## src/rtl/uart_tx_if.sv

```systemverilog
// Byte-side handshake and serial pad signals of uart_tx, bundled for the controller and the transmitter.
`timescale 1ns/1ps
interface uart_tx_if;
    logic        init_i;
    logic [7:0]  data_i;
    logic [31:0] baud_div_i;
    logic        done_o;
    logic        busy_o;
    logic        data_o;

    modport master (output init_i, data_i, baud_div_i, input done_o, busy_o, data_o);
    modport slave  (input init_i, data_i, baud_div_i, output done_o, busy_o, data_o);
endinterface

```

## src/rtl/uart_tx.sv

```systemverilog
// 8N1 UART transmitter with a runtime 32-bit baud divider (bit period = baud_div_i + 1 cycles).
// Define UART_TX_PARITY_EN to insert an even-parity bit between data bit 7 and the stop bit.
`timescale 1ns/1ps
module uart_tx (
    input  logic     clk_i,
    input  logic     rst_n_i,
    uart_tx_if.slave bus
);

`ifdef UART_TX_PARITY_EN
    typedef enum logic [2:0] {
        S_IDLE   = 3'd0,
        S_START  = 3'd1,
        S_DATA   = 3'd2,
        S_STOP   = 3'd3,
        S_PARITY = 3'd4
    } state_e;
`else
    typedef enum logic [1:0] {
        S_IDLE  = 2'd0,
        S_START = 2'd1,
        S_DATA  = 2'd2,
        S_STOP  = 2'd3
    } state_e;
`endif

    state_e      state_q, state_d;
    logic [31:0] cnt_q, cnt_d;
    logic [31:0] div_q, div_d;
    logic [7:0]  shift_q, shift_d;
    logic [2:0]  bit_sel_q, bit_sel_d;
    logic        line_q, line_d;
    logic        done_q, done_d;
    logic        busy_q, busy_d;
    logic        tick;
`ifdef UART_TX_PARITY_EN
    logic        parity_q, parity_d;
`endif

    // Compare against div_q itself so an all-ones divider never needs a 33-bit sum.
    assign tick = (state_q != S_IDLE) && (cnt_q == div_q);

    assign bus.data_o = line_q;
    assign bus.done_o = done_q;
    assign bus.busy_o = busy_q;

    // NOTE: sequential state is updated with non-blocking assignments only, so every
    // flop samples the pre-edge values computed by the combinational block.
    always_ff @(posedge clk_i or negedge rst_n_i) begin
        if (!rst_n_i) begin
            state_q   <= S_IDLE;
            cnt_q     <= '0;
            div_q     <= '0;
            shift_q   <= '0;
            bit_sel_q <= '0;
            line_q    <= 1'b1;
            done_q    <= 1'b0;
            busy_q    <= 1'b0;
`ifdef UART_TX_PARITY_EN
            parity_q  <= 1'b0;
`endif
        end else begin
            state_q   <= state_d;
            cnt_q     <= cnt_d;
            div_q     <= div_d;
            shift_q   <= shift_d;
            bit_sel_q <= bit_sel_d;
            line_q    <= line_d;
            done_q    <= done_d;
            busy_q    <= busy_d;
`ifdef UART_TX_PARITY_EN
            parity_q  <= parity_d;
`endif
        end
    end

    // NOTE: every signal written here gets a default first; a missing default on any
    // path would infer a latch.
    always_comb begin
        state_d   = state_q;
        cnt_d     = cnt_q;
        div_d     = div_q;
        shift_d   = shift_q;
        bit_sel_d = bit_sel_q;
        line_d    = line_q;
        done_d    = 1'b0;
        busy_d    = busy_q;
`ifdef UART_TX_PARITY_EN
        parity_d  = parity_q;
`endif

        if (state_q != S_IDLE) begin
            cnt_d = tick ? '0 : cnt_q + 32'd1;
        end

        case (state_q)
            S_IDLE: begin
                line_d = 1'b1;
                if (bus.init_i) begin
                    state_d = S_START;
                    shift_d = bus.data_i;
                    div_d   = bus.baud_div_i;
                    cnt_d   = '0;
                    line_d  = 1'b0;
                    busy_d  = 1'b1;
`ifdef UART_TX_PARITY_EN
                    parity_d = ^bus.data_i;
`endif
                end
            end
            S_START: begin
                if (tick) begin
                    state_d   = S_DATA;
                    line_d    = shift_q[0];
                    bit_sel_d = '0;
                end
            end
            S_DATA: begin
                if (tick) begin
                    shift_d   = shift_q >> 1;
                    bit_sel_d = bit_sel_q + 3'd1;
                    if (bit_sel_q == 3'd7) begin
`ifdef UART_TX_PARITY_EN
                        state_d = S_PARITY;
                        line_d  = parity_q;
`else
                        state_d = S_STOP;
                        line_d  = 1'b1;
`endif
                    end else begin
                        line_d = shift_q[1];
                    end
                end
            end
`ifdef UART_TX_PARITY_EN
            S_PARITY: begin
                if (tick) begin
                    state_d = S_STOP;
                    line_d  = 1'b1;
                end
            end
`endif
            S_STOP: begin
                if (tick) begin
                    state_d = S_IDLE;
                    done_d  = 1'b1;
                    busy_d  = 1'b0;
                end
            end
            default: begin
                state_d = S_IDLE;
                line_d  = 1'b1;
                busy_d  = 1'b0;
                cnt_d   = '0;
            end
        endcase
    end

endmodule

```

## src/flat_wrapper.sv

```systemverilog
// flat-port wrapper written by rule: the top's interface ports become plain ports
module uart_tx_flat 
  (clk_i, rst_n_i, bus_init_i, bus_data_i, bus_baud_div_i, bus_done_o, bus_busy_o, bus_data_o);
  uart_tx_if bus_i ();
  input  logic clk_i;
  input  logic rst_n_i;
  input wire logic [$bits(bus_i.init_i)-1:0] bus_init_i;
  input wire logic [$bits(bus_i.data_i)-1:0] bus_data_i;
  input wire logic [$bits(bus_i.baud_div_i)-1:0] bus_baud_div_i;
  output wire logic [$bits(bus_i.done_o)-1:0] bus_done_o;
  output wire logic [$bits(bus_i.busy_o)-1:0] bus_busy_o;
  output wire logic [$bits(bus_i.data_o)-1:0] bus_data_o;
  assign bus_i.init_i = bus_init_i;
  assign bus_i.data_i = bus_data_i;
  assign bus_i.baud_div_i = bus_baud_div_i;
  assign bus_done_o = bus_i.done_o;
  assign bus_busy_o = bus_i.busy_o;
  assign bus_data_o = bus_i.data_o;
  uart_tx u_core (.clk_i(clk_i), .rst_n_i(rst_n_i), .bus(bus_i));
endmodule
```

## config.mk

```make
export PLATFORM = sky130hd
export DESIGN_NAME = uart_tx_flat
export DESIGN_NICKNAME = d
export VERILOG_FILES = /design/src/rtl/uart_tx_if.sv /design/src/rtl/uart_tx.sv /design/src/flat_wrapper.sv
export SDC_FILE = /design/constraint.sdc
export NUM_CORES = 1
export LEC_CHECK = 0
export CORE_AREA = 8 8 102 127
export DETAILED_ROUTE_END_ITERATION = 8
export DIE_AREA = 0 0 110 135
export SLEW_MARGIN = 20
export SYNTH_ARGS = -nofsm -noshare
export SYNTH_HDL_FRONTEND = slang
export SYNTH_SLANG_ARGS = --single-unit
```

## constraint.sdc

```tcl
create_clock -name clk_i -period 2.6 [get_ports clk_i]
set_input_delay 0.26 -clock clk_i [delete_from_list [all_inputs] [get_ports clk_i]]
set_output_delay 0.26 -clock clk_i [all_outputs]
set_load 0.1 [all_outputs]
```

==> metrics.txt <==
status finished, violations left; Detail Route Antenna Nets 0; R2R cell count 6; Port Buffers 45; clk_lat worst skew 0.33 ns; Final Skew 0.00557 ns; Critical Path Stages 6; area delta synth->final 22.2%; # resized after CTS 0; maximum vdd drop 0.375 mV; Syn Area/Cell 10.5 um2; failing checks hold timing; Worst Tran Pin Value 0.730 ns; post-layout utilization of the core 47.4%; Post-Synthesis Cells 404; crit path cell chain xor2_1 > nor4_1 > nand4_2 > o31ai_2 > buf_12 > nor2_1; CP Data Arrival Time 2.46 ns; Cell Area, Synth 0.00423 mm2; first-pass GRT wire length 16.0 mm; CP peak stage delay 0.43 ns; crit start category register; Max clock buf depth 2; Reg clk slew, reported paths 0.06 ns; die extent in x 110 um; CP required 2.82 ns; Worst Hold Class input port to async pin; Tot GR Track Use 13.7%; crit-path max FO 30; layout cells sized above 1 15.9%; asr flop ratio synth 100%; final setup vio count 0; Routed wire per std cell 16.4 um; DRC 0; CP Capture Type register; Final Hold Viols 51; cell taking the most area after synthesis dfrtp_1; Slew Limit Fails 0; # hold bufs at CTS 0; largest net degree at the start of global routing 81; Synth cell types 50; Ys Warns 0; CTS tree done; setup TNS 0 ns; Clock Sinks 80; Leak 2.33 nW; DR vias/cell 5.24; post-CTS setup repair buffer count 0; RR Startpoint u_core.cnt_q[18]; nets 505; Row Count 43; vias in the first global route 3247; critical path buffer and inverter count 1; Die ar. 0.0149 mm2; Synth area leaders dfrtp_1 47%, mux2_2 8.5%, xnor2_1 8.3%; worst hold margin -0.0387 ns; cell area power density 501 mW/mm2; Yosys top cell area share 46.7%; effective utilization at floorplan 38.8%; ys flop type dfrtp_1; crit path kind register to register; First-pass DRT Iterations 4; DP HPWL 7.28 mm; register area share after synthesis 47.3%; CTS Buf Count 9; Die Ht 135 um; Tcrit/Tclk final 86.3%; max cap viols 0; largest delay contributor family on the critical path simple AND/OR/NAND/NOR gates; CORE AREA 0.0109 mm2; Routability Congestion 0.818; unrepaired setup endpoints after global routing false; worst-path cell with the longest stage delay dfrtp_1; Root Buffer clkbuf_16; initial antenna violation count 0; CP startpoint u_core.cnt_q[18]; Post-synth EDFFs 0; H-tree depth 3; io pins 46; Max transition margin 51.3%; Synth Net Count 454; DRT iter0 DRCs 86; via count 3115; Power Total 2.59 mW; ANT cells 0; Tmin final 2.24 ns; grt total ovfl 0; Yosys reg bits 80; f_max 445 MHz; final wirelength 9.76 mm
## report_power, final
part	internal (mW)	switching [mW]	total [mW]	leakage, nW
Clock	0.743	0.505	1.25	0.141
Combinational	0.0607	0.0386	0.0993	1.10
Sequential	1.24	0	1.24	1.09
Total	2.05	0.544	2.59	2.33
## sequential cells by signal (all words and copies together) (netlist names)
register and cells:
u_core.bit_sel_q 3, u_core.bus.busy_o 1, u_core.bus.data_o 1, u_core.bus.done_o 1
u_core.cnt_q 32, u_core.div_q 32, u_core.shift_q 8, u_core.state_q 2
## metal layers
metal,global-route usage [%],wire (um),vias to the layer above,part of all wire (%)
met5,0,0,-,0
met4,5.64,223,0,2.3
met3,3.62,414,20,4.2
met2,23.3,4980,57,51
met1,15.6,4140,1503,42
li1,-,-,1535,-
## final timing paths
kind                                       end  slack (ns)
max                           u_core.cnt_q[26]        0.36
min                            u_core.div_q[0]       -0.04
max reg2reg                   u_core.cnt_q[26]        0.36
min reg2reg                u_core.bit_sel_q[1]        0.50
max in group asynchronous      u_core.cnt_q[8]        2.13
min in group clk_i         u_core.bit_sel_q[1]        0.50
## cell usage in the layout, fill, tap and decap left out, drive strengths merged, types with 6 or more instances in the layout
cell | Yosys | layout
o21ai | 9 | 9
nor4 | 9 | 9
clkdlybuf4s50 | 0 | 41
nor3 | 11 | 11
o31ai | 10 | 10
buf | 6 | 17
dfrtp | 79 | 79
xnor2 | 40 | 40
nand4 | 18 | 18
inv | 14 | 14
nand3 | 9 | 9
and4 | 6 | 6
a31oi | 7 | 7
nor2 | 45 | 45
mux2 | 32 | 32
nand2 | 19 | 19
clkbuf | 12 | 9
xor2 | 22 | 22
ha | 7 | 7
o22ai | 7 | 7
nor2b | 8 | 8
## layout make-up
cell class	instances	area, um2
Fill cell	1030	5750
Multi-Input combinational cell	292	2100
Sequential cell	80	2000
Timing Repair Buffer	58	554
Clock buffer	9	225
Tap cell	135	169
Clock inverter	7	72.6
Inverter	14	52.6
## Yosys cell counts, drive strengths merged, types with 3 or more instances
cell     n
and4     6
nor4     9
and2     4
a32o     3
nand4   18
nor3    11
nor2    45
nor2b    8
nand3    9
mux2    32
xor2    22
o22ai    7
a31oi    7
ha       7
o31ai   10
buf      6
xnor2   40
nand2   19
dfrtp   79
clkbuf  12
inv     14
o21ai    9
## kinds of logic after synthesis
logic type | count (synthesis) | share of synthesized area, %
flops | 80 | 47.3
buf+inv | 32 | 3.19
xor+xnor | 62 | 12.8
compound gates | 48 | 8.04
simple gates | 142 | 17.8
fa+ha+maj | 7 | 2.07
mux | 33 | 8.75
## through the flow
step                      hold WS, ns  instances  setup slack (ns)  area (um2)
after floorplan               -0.0356        404             0.611        4230
after global placement          0.480        579             0.431        4870
after detailed placement        0.492        579             0.373        4870
after CTS                       0.159        595             0.372        5170
after global routing           0.0286        595             0.122        5170
final                         -0.0387        595             0.355        5170
## worst reg2reg max path: stages (launching register included)
cell,delay [ns]
dfrtp_1,0.43
xor2_1,0.22
nor4_1,0.42
nand4_2,0.35
o31ai_2,0.40
buf_12,0.23
nor2_1,0.08
Power figures use the tool's default switching activity.
